[config.mk]
export PLATFORM = sky130hd
export DESIGN_NAME = program_loader
export DESIGN_NICKNAME = d
export VERILOG_FILES = /design/src/rtl/program_loader.sv
export SDC_FILE = /design/constraint.sdc
export NUM_CORES = 1
export LEC_CHECK = 0
export ABC_AREA = 1
export BUFFER_PORTS_ARGS = -buffer_cell sky130_fd_sc_hd__buf_4
export CORE_MARGIN = 2
export CORE_UTILIZATION = 40
export DETAILED_ROUTE_END_ITERATION = 12
export MAX_ROUTING_LAYER = met4
export SLEW_MARGIN = 5
export SYNTH_ARGS = -nofsm -noshare
export SYNTH_HDL_FRONTEND = slang
export SYNTH_SLANG_ARGS = --single-unit
export TNS_END_PERCENT = 100
[constraint.sdc]
create_clock -name clk_i -period 2.1 [get_ports clk_i]
set_input_delay 0.21 -clock clk_i [delete_from_list [all_inputs] [get_ports clk_i]]
set_output_delay 0.21 -clock clk_i [all_outputs]
set_load 0.02 [all_outputs]
[src/rtl/program_loader.sv]
// Program loader: captures opcodes entered on board switches, one per
// debounced strobe press, into a program RAM. It also provides the
// asynchronous fetch port used by the CPU, and holds the CPU in reset
// while a program is being entered.
module program_loader #(
  parameter int ADDR_WIDTH = 8,
  parameter int DATA_WIDTH = 4
) (
  input  logic                  clk_i,
  input  logic                  reset_i,
  input  logic                  load_req_i,
  input  logic                  run_req_i,
  input  logic                  strobe_i,
  input  logic [DATA_WIDTH-1:0] data_in_i,
  input  logic [ADDR_WIDTH-1:0] read_addr_i,
  output logic [DATA_WIDTH-1:0] read_data_o,
  output logic                  cpu_hold_o,
  output logic [ADDR_WIDTH-1:0] wr_addr_o,
  output logic [ADDR_WIDTH:0]   word_count_o,
  output logic                  loading_o
);

  localparam int DEPTH = 1 << ADDR_WIDTH;

  localparam logic [ADDR_WIDTH-1:0] ADDR_ZERO = {ADDR_WIDTH{1'b0}};
  localparam logic [ADDR_WIDTH-1:0] ADDR_ONE  = {{(ADDR_WIDTH-1){1'b0}}, 1'b1};
  localparam logic [ADDR_WIDTH-1:0] ADDR_LAST = {ADDR_WIDTH{1'b1}};
  localparam logic [ADDR_WIDTH:0]   CNT_ZERO  = {(ADDR_WIDTH+1){1'b0}};
  localparam logic [ADDR_WIDTH:0]   CNT_ONE   = {{ADDR_WIDTH{1'b0}}, 1'b1};
  localparam logic [ADDR_WIDTH:0]   CNT_FULL  = {1'b1, {ADDR_WIDTH{1'b0}}};

  typedef enum logic [1:0] {
    ST_IDLE    = 2'b00,
    ST_LOAD    = 2'b01,
    ST_RUN     = 2'b10,
    ST_ILLEGAL = 2'b11
  } state_e;

  // Synchroniser chains, bit 0 = loadReq, bit 1 = runReq, bit 2 = strobe.
  logic [2:0] sync1_q;
  logic [2:0] sync2_q;
  logic [2:0] sync3_q;
  logic [2:0] rise_s;

  logic load_rise_s;
  logic run_rise_s;
  logic strobe_rise_s;
  logic load_level_s;

  state_e                state_q;
  state_e                state_d;
  logic [ADDR_WIDTH-1:0] wr_addr_q;
  logic [ADDR_WIDTH-1:0] wr_addr_d;
  logic [ADDR_WIDTH:0]   word_count_q;
  logic [ADDR_WIDTH:0]   word_count_d;
  logic                  cpu_hold_q;
  logic                  cpu_hold_d;
  logic                  loading_q;
  logic                  loading_d;
  logic                  mem_we_s;

  // Program storage; deliberately not reset so a reset keeps the loaded program.
  logic [DATA_WIDTH-1:0] mem_q [DEPTH];

  assign rise_s        = sync2_q & ~sync3_q;
  assign load_rise_s   = rise_s[0];
  assign run_rise_s    = rise_s[1];
  assign strobe_rise_s = rise_s[2];
  assign load_level_s  = sync2_q[0];

  // Two-flop synchronisers plus an edge-history flop for each async input.
  always_ff @(posedge clk_i) begin
    if (reset_i) begin
      sync1_q <= 3'b000;
      sync2_q <= 3'b000;
      sync3_q <= 3'b000;
    end else begin
      sync1_q <= {strobe_i, run_req_i, load_req_i};
      sync2_q <= sync1_q;
      sync3_q <= sync2_q;
    end
  end

  // Next-state, write-pointer and word-count logic for the load sessions.
  always_comb begin
    state_d      = state_q;
    wr_addr_d    = wr_addr_q;
    word_count_d = word_count_q;
    mem_we_s     = 1'b0;
    case (state_q)
      ST_IDLE: begin
        if (load_rise_s) begin
          state_d      = ST_LOAD;
          wr_addr_d    = ADDR_ZERO;
          word_count_d = CNT_ZERO;
        end else if (run_rise_s) begin
          state_d = ST_RUN;
        end else begin
          state_d = ST_IDLE;
        end
      end
      ST_LOAD: begin
        if (strobe_rise_s) begin
          mem_we_s  = 1'b1;
          wr_addr_d = wr_addr_q + ADDR_ONE;
          if (word_count_q != CNT_FULL) begin
            word_count_d = word_count_q + CNT_ONE;
          end else begin
            word_count_d = word_count_q;
          end
        end else begin
          mem_we_s = 1'b0;
        end
        // Filling the last word or dropping the load switch both hand over to the CPU;
        // a strobe in the exit cycle has already been written above.
        if ((strobe_rise_s && (wr_addr_q == ADDR_LAST)) || !load_level_s) begin
          state_d = ST_RUN;
        end else begin
          state_d = ST_LOAD;
        end
      end
      ST_RUN: begin
        if (load_rise_s) begin
          state_d      = ST_LOAD;
          wr_addr_d    = ADDR_ZERO;
          word_count_d = CNT_ZERO;
        end else begin
          state_d = ST_RUN;
        end
      end
      default: begin
        state_d = ST_IDLE;
      end
    endcase
    cpu_hold_d = (state_d != ST_RUN);
    loading_d  = (state_d == ST_LOAD);
  end

  // Controller registers; the status outputs follow the next state so they
  // change on the same edge as the state itself.
  always_ff @(posedge clk_i) begin
    if (reset_i) begin
      state_q      <= ST_IDLE;
      wr_addr_q    <= ADDR_ZERO;
      word_count_q <= CNT_ZERO;
      cpu_hold_q   <= 1'b1;
      loading_q    <= 1'b0;
    end else begin
      state_q      <= state_d;
      wr_addr_q    <= wr_addr_d;
      word_count_q <= word_count_d;
      cpu_hold_q   <= cpu_hold_d;
      loading_q    <= loading_d;
    end
  end

  // Program RAM write port; data is taken at the same edge as the write.
  always_ff @(posedge clk_i) begin
    if (mem_we_s && !reset_i) begin
      mem_q[wr_addr_q] <= data_in_i;
    end
  end

  assign read_data_o  = mem_q[read_addr_i];
  assign cpu_hold_o   = cpu_hold_q;
  assign loading_o    = loading_q;
  assign wr_addr_o    = wr_addr_q;
  assign word_count_o = word_count_q;

endmodule

; Word level (Yosys, flattened, before mapping)
; Memories as Yosys holds them, arrays and structs flattened.
; Index checks and enable logic that the tools add are counted.
[classes]
add_sub_neg = 2
n_eq_ne = 9
muxes = 16
bitwise_logic = 2
n_reduce_logical = 10
[ops]
columns = cell, n
row1 = 9-bit two-way mux, 3
row2 = 9-bit one-hot mux with 2 select lines, 1
row3 = 8-bit two-way mux, 2
row4 = 8-bit one-hot mux with 2 select lines, 1
row5 = "9-bit by 1-bit adder with 9-bit output, second input constant", 1
row6 = "9-bit != test, second input constant", 1
row7 = "8-bit by 1-bit adder with 8-bit output, second input constant", 1
row8 = "8-bit == test, second input constant", 1
row9 = 2-bit two-way mux, 4
row10 = "2-bit != test, second input constant", 3
row11 = 2-bit one-hot mux with 3 select lines, 1
row12 = "2-bit by 1-bit == test with 1-bit output, second input constant", 2
row13 = 1-bit two-way mux, 4
row14 = 4-bit AND reduction, 1
row15 = 3-bit bitwise AND, 1
row16 = 3-bit inverter, 1
row17 = 3-bit AND reduction, 1
row18 = "2-bit == test, second input constant", 1
row19 = 1-bit logical AND, 2
row20 = 1-bit logical NOT, 2
row21 = 2-bit logical NOT, 1
row22 = "2-bit by 1-bit != test with 1-bit output, second input constant", 1
row23 = 2-bit nonzero test, 1
row24 = 2-bit OR reduction, 1
row25 = 1-bit logical OR, 1
[word_totals]
regBits = 30
ramBits = 1024
input_bits = 17
elab_cells = 48
mem_count = 1
[memory_table]
columns = memory, words, word_bits, read_ports, rd_clocked_by_memory_dff, wr, line_no
row1 = mem_q, 256, 4, 1, 0, 1, 63  ; logic [DATA_WIDTH-1:0] mem_q [DEPTH];

; Depth between registers and ports, before layout
; Gate-level depths: netlist of run 1.
[logic_depth]
depth_word = 7
depth_mapped = 14
depth_no_buf = 11

; Least setup slack after synthesis of run 1
; Ideal clock, no wire load.
[synth_path]
kind = flip-flop to flip-flop
from = register state_q[0]
to = memory mem_q[24][0] (enable)
setup_time_ps = 329
arrival_time_ps = 1524
required_ps = 1771
slack_ps = 247
path_stages_with_launch = 10
n_path_buf = 1
synth_period_minus_slack_ps = 1853
path_cell_list = dfxtp_1 > inv_2 > nor2_4 > nand2_2 > nor2_4 > inv_2 > nor2_1 > nand2_1 > buf_2 > nor2_1
[synth_via]
elab_chain_cells = 5
[synth_rtl]
columns = element, line_no
row1 = from (decl), 50  ; state_e state_q;
row2 = from (signal assigned), 149  ; state_q <= state_d;
row3 = 2-bit by 1-bit == test with 1-bit output, 90  ; case (state_q)
row4 = 1-bit two-way mux, 90
row5 = 1-bit logical AND, 159  ; if (mem_we_s && !reset_i) begin
row6 = 1-bit two-way mux, 159
row7 = 1-bit two-way mux (not written as such), 160  ; mem_q[wr_addr_q] <= data_in_i;
row8 = to (decl), 63
; No other way between the ends.

; Final worst setup path of run 1
[layout_path]
from = memory mem_q[203][2]
to = output read_data_o[2]
[layout_via]
elab_chain_cells = 1
[layout_rtl]
columns = element, line_no
row1 = memory read 256 x 4 bit, n/a
row2 = to (decl), 16  ; output logic [DATA_WIDTH-1:0] read_data_o,
; No other way between the ends.

==> metrics.yaml, run 1 <==
dieWidth_um: 334
dp_slack_ns: -0.290
worst_slack_ns: -0.303
p_clk_share_pct: 41.7
p_sw_share_pct: 22.7
grt_max_degree: 74
drt_iter0_drc: 3103
fin_cells: 5516
syn-instance-count: 3836
syn_to_final_growth_pct: 22.0
hold_viol_final: 0
ant_nets: 0
seq_area_frac_synth_pct: 71.9
cp_data_arrival_time_ns: 2.19
synthesis.area_um2: 43600
grt_overflow: 0
antenna_found_initial: 1
synth_xor_area_share_pct: 0.100
cp_slowest_cell: "edfxtp_1"
cp_num_buf_inv: 1
synth_compound_area_share_pct: 0.358
vias: 29832
grt_pass1_vias: 29501
power_frac_comb_pct: 7.0
ff2ff_path_depth: 4
wl_um: 120000
place_hpwl_um: 75200
io_buffers: 39
crit_family: "simple AND/OR/NAND/NOR gates"
die_area_um2: 112000
r2r_setup_slack_ns: 0.09
p_int_uw: 34700
maxSlewHeadroom_pct: 46.3
max_stage_delay_ns: 0.40
synthSimpleGateAreaFrac_pct: 24.1
fin_worst_skew_ns: 0.0417
fin_tns_setup_ns: -1.06
p_switching_uw: 10200
rsz0062_at_grt: "yes"
cts_buffers: 107
final_max_slew_viol_count: 0
min_period_over_period_pct: 114
synthTopCellsByCount: "1,138 x nand2_1, 1,024 x edfxtp_1, 994 x nand3_1, 283 x nor2_1, 142 x buf_2"
crit_path_cell_trace: "nand2_1, nand3_2, nand3_2, nand3_2, nand3_4, nand2_4, nand2_4, nand3_2, nand3_2, nand2_4, buf_6"
row_count: 121
synth.most_common_cell: "nand2_1"
hold_class: "in -> reg"
yosys.area.top_type_share_pct: 70.5
period_minus_slack_ns: 2.40
synth_edf_count: 1024
cts_tree: "built"
hold_depth: 1
dp_cells: 5314
violations: "negative setup slack"
crit_fanout: 1
ys_seq_elements: 1054
cts_max_path_buffers: 3
reg2reg_from: "wr_addr_o[0]"
worstMarginPinSlew_ns: 0.805
synthArstFlopShare_pct: 0
min_to: "mem_q[105][2]"
final_nets: 4042
drcViolationCount: 0
path_class: "reg -> out"
ys.flop_type: "edfxtp_1"
path_clk_slew_ns: 0.06
routedWlPerCell_um: 21.8
dr.pass1.iters: 6
synth_cell_types: 30
p_leak_uw: 0.0187
io-pin-count: 40
synth.avg_cell_area_um2: 11.4
worstSetupEndpointType: "output pin"
cts_root_buf: "clkbuf_16"
power_density_nw_per_um2: 843
cts_sinks: 1054
start_kind: "flop"
initial_core_util_pct: 40.2
synth_top_family_by_area: "simple AND/OR/NAND/NOR gates"
grt_util_all_layers_pct: 21.9
ys_top_cells_by_area: "edfxtp_1 70%, nand3_1 11%, nand2_1 9.8%"
clock_latency_ns: 0.72
synth_mux_area_share_pct: 0
ir_worst_vdd_mv: 0.688
cap_violations: 0
fin_area_um2: 53200
outcome: "complete, but fails checks"
core_um2: 109000
required_ns: 1.89
via_per_inst: 5.41
grt_pass1_wl_um: 180000
r2r-end: "mem_q[235][2]"
synth_top_area_cell: "edfxtp_1"
nFillCells: 9449
place_area_um2: 47700
drive_gt1_share_pct: 23.1
fmax_mhz: 416
p_total_uw: 44900
cp_common_cell: "nand3_2"
h-tree-depth: 3
place.gp.congestion: 0.884
synth_fp_nets: 3859
die_y_um: 334
yosysWarnings: 0
synthAdderAreaFrac_pct: 0.172
hold_path.startpoint: "data_in_i[2]"
setup_viol: 4
worstSetupStartpoint: "mem_q[203][2]"
pwr-share-seq_pct: 51.4
-- how the worst max path moves through the flow --
stage / end / slack, ns / cells past startpoint
floorplan: mem_q[24][0] / 0.25 / 9
global placement: read_data_o[0] / -0.28 / 13
detailed placement: read_data_o[2] / -0.29 / 14
CTS: read_data_o[2] / -0.27 / 11
global route: read_data_o[2] / -0.37 / 11
finish: read_data_o[2] / -0.30 / 11
-- power by group through the flow --
| stage | registers, uW | clock network, uW | logic [uW] |
|---|---|---|---|
| 2_1_floorplan | 23500 | 0 | 1400 |
| 3_3_place_gp | 23500 | 0 | 2750 |
| 3_5_place_dp | 23500 | 0 | 2770 |
| 4_1_cts | 23100 | 19000 | 3010 |
| 5_1_grt | 23000 | 19800 | 3360 |
| 6_report | 23100 | 18700 | 3120 |
-- registers in the layout (all words and copies together) (netlist names) --
name and count:
mem_q 1024, word_count_o 9, wr_addr_o 8, sync1_q 3
sync2_q 3, sync3_q 3, state_q 2, cpu_hold_o 1
loading_o 1
-- cells by family (layout without fill, tap and decap cells) --
kind of cell	Yosys count	count (layout)
compound gates	27	27
xor+xnor	5	5
fa+ha+maj	6	6
buf+inv	300	565
flops	1054	1054
other cells	0	1
simple gates	2444	2444
-- placed cells by master, fill, tap and decap left out, types with 3 or more instances in the layout --
cell,n
nor3_1,9
clkinv_1,20
nand3_4,16
nand2_4,23
o21ai_0,5
inv_1,37
nor2_1,98
clkinv_2,20
nor2_2,172
buf_4,219
nor2_4,15
clkbuf_16,107
buf_6,4
edfxtp_1,1024
nand4_1,5
bufinv_16,9
clkbuf_8,8
xor2_1,4
ha_1,6
nand3_2,200
buf_12,94
nand3_1,778
a21oi_1,17
clkinv_16,3
dlygate4sd3_1,8
dfxtp_1,30
clkbuf_1,21
nand2_2,37
inv_16,3
nand2_1,1087
-- repair_timing --
action                                 4_1_cts  5_1_grt
pin swaps                                  131       61
resized for setup                          279      223
endpoints found under the hold margin       32        0
setup buffers                                2        0
hold buffers                                 8        0
setup endpoints to repair                  320      929
-- routing by layer --
metal | global-route usage, % | share of wire (%) | vias up
met5 | - | 0 | -
li1 | - | - | 13859
met1 | 29.3 | 42 | 14570
met4 | 6.68 | 3.1 | 0
met2 | 35.0 | 47 | 1172
met3 | 3.04 | 7.6 | 231
-- area by class of cell --
type	instances	area (um2)	area share (%)
Inverter	43	190	0.357
Antenna cell	1	2.50	0.00470
Sequential cell	1054	31400	58.9
Multi-Input combinational cell	2482	12800	24.0
Clock buffer	132	2810	5.28
Timing Repair Buffer	331	3740	7.02
Clock inverter	59	624	1.17
Tap cell	1414	1770	3.32
-- stage by stage --
step / hold WS (ns) / util (%)
floorplan: 0.309 / -
global placement: 0.389 / 44.0
detailed placement: 0.398 / 44.0
CTS: 0.00811 / 48.3
global route: 0.0201 / 49.0
finish: 0.0385 / 49.0
(Power assumes the default switching activity.)
==> run 2: changes to the inputs <==
Settings changed: BUFFER_PORTS_ARGS -buffer_cell sky130_fd_sc_hd__buf_4 to unset, DONT_BUFFER_PORTS set to 1, HOLD_SLACK_MARGIN set to 0.08.
==> metrics.yaml, run 2 (same netlist as run 1, synthesis figures left out) <==
io-pin-count: 40  # unchanged
h-tree-depth: 3  # unchanged
place_hpwl_um: 62700  # -17%
cts_buffers: 104  # -2.8%
largest_reg_flops: 1024  # unchanged
vias: 29572  # -0.87%
row_count: 121  # unchanged
path_clk_slew_ns: 0.06  # about the same
grt_overflow: 0  # unchanged
period_minus_slack_ns: 3.47  # +1.06 ns
worstSetupEndpointType: "output pin"
cts_max_path_buffers: 3  # unchanged
die_y_um: 334  # unchanged
final_max_slew_viol_count: 445  # +445
outcome: "complete, but fails checks"
multi_input_area_um2: 12700  # about the same
crit_fanout: 515  # +514
p_leak_uw: 0.0183  # -2.3%
cap_violations: 0  # unchanged
final_core_util_pct: 48.3  # -0.71 points
grt_pass1_vias: 28598  # -3.1%
worstSetupStartpoint: "read_addr_i[0]"
fin_tns_setup_ns: -5.41  # -4.35 ns
ant_nets: 0  # unchanged
maxSlewHeadroom_pct: -76.2  # -120 points
drcViolationCount: 0  # unchanged
r2r_setup_slack_ns: 0.06  # -0.03 ns
top_register: "mem_q"
min_period_over_period_pct: 165  # +51 points
required_ns: 1.89  # about the same
dieWidth_um: 334  # unchanged
cts_tree: "built"
setup_viol: 4  # unchanged
nFillCells: 9474  # +0.26%
cp_data_arrival_time_ns: 3.26  # +1.07 ns
final_cell_mix: "1,081 x nand2_1, 1,024 x edfxtp_1, 782 x nand3_1"
wl_um: 120000  # -0.19%
worst_slack_ns: -1.37  # -1.06 ns
cts_root_buf: "clkbuf_16"
power_density_nw_per_um2: 827  # -1.9%
io_buffers: 0  # -100%
grt_util_all_layers_pct: 21.5  # -0.49 points
drive_gt1_share_pct: 20.7  # -2.4 points
worstMarginPinSlew_ns: 2.64  # +1.84 ns
grt_pass1_wl_um: 176000  # -2.4%
cts_sinks: 1054  # unchanged
hold_path.startpoint: "data_in_i[3]"
dr.pass1.iters: 6  # unchanged
ir_worst_vdd_mv: 0.743  # +8.0%
clock_latency_ns: 0.68  # -0.04 ns
core_um2: 109000  # unchanged
grt_max_degree: 514  # +590%
layout_commonest_cell: "nand2_1"
start_kind: "input port"
final_nets: 3951  # -2.3%
path_class: "in -> out"
hold_slack_ns: -0.312  # -0.350 ns
reg2reg_from: "state_q[0]"
fmax_mhz: 288  # -31%
fin_worst_skew_ns: 0.0264  # -0.0153 ns
routedWlPerCell_um: 22.1  # +1.4%
syn_to_final_growth_pct: 20.3
rsz0062_at_grt: "yes"
seq_area_um2: 31400  # about the same
via_per_inst: 5.45  # +0.72%
place.gp.congestion: 0.828  # -6.4%
hold_class: "in -> reg"
drt_iter0_drc: 3048  # -1.8%
die_area_um2: 112000  # unchanged
hold_viol_final: 368  # +368
initial_core_util_pct: 40.2  # unchanged
ctsHoldBuffers: 4  # -4
antenna_found_initial: 0  # -1
antenna_cells: 0  # -1
violations: "negative hold slack, max-slew violations, negative setup slack"
run 2: layout make-up:
type	instances	share of cell area (%)
sequential	1054	59.8
tap	1414	3.37
multi-input combinational	2482	24.3
timing repair buffer	241	5.95
inverter	43	0.382
clock inverter	67	1.08
clock buffer	126	5.12
timing repair inverter	2	0.0525
run 2: critical path, cell delays in order:
cell	delay (ns)
clkinv_16	0.55
buf_16	0.22
clkbuf_16	0.17
nand2_1	0.05
nand3_1	0.07
nand3_2	0.10
nand3_2	0.10
nand3_2	0.12
nand2_2	0.13
nand2_4	0.11
nand3_4	0.11
nand3_4	0.09
nand2_4	0.11
buf_12	0.11
run 2: report_power, final:
group          internal, uW  switching, uW  leakage, uW  total (uW)
clock                 10100           7860      0.00159       18000
sequential            23100           7.12      0.00944       23100
combinational           990           1370      0.00728        2360
total                 34100           9240       0.0183       43400
run 2: path summary, 6_finish.rpt:
check                   endpoint  depth (start not counted)
setup / recovery  read_data_o[0]                         14
hold / removal     mem_q[163][3]                          0
setup reg to reg   mem_q[150][3]                         10
hold reg to reg       sync2_q[1]                          2
run 2: what timing repair did:
action                                   CTS  global route
gates cloned                               0            20
resized for setup                        154           354
pin swaps                                 52            98
buffers inserted                           0            12
endpoints found under the setup margin     9           804
hold endpoints to repair                1048          1024
run 2: through the flow:
step           setup WS [ns]  area [um2]  power, uW  hold WS [ns]  std cells
2_1_floorplan          0.247       43600      24900         0.309       3836
3_3_place_gp          -0.463       46500      25300         0.281       5200
3_5_place_dp          -0.466       46500      25300         0.283       5200
4_1_cts               -0.313       50500      43200        -0.320       5397
5_1_grt               -0.370       52500      44600        -0.339       5429
6_report               -1.37       52500      43400        -0.312       5429
run 2: per-layer routing:
metal / part of all wire [%] / global-route usage (%) / vias to the layer above
met5: 0 / - / -
met4: 2.6 / 6.84 / 0
met3: 6.8 / 2.70 / 178
met2: 48 / 34.5 / 1055
met1: 43 / 28.5 / 14660
li1: - / - / 13679
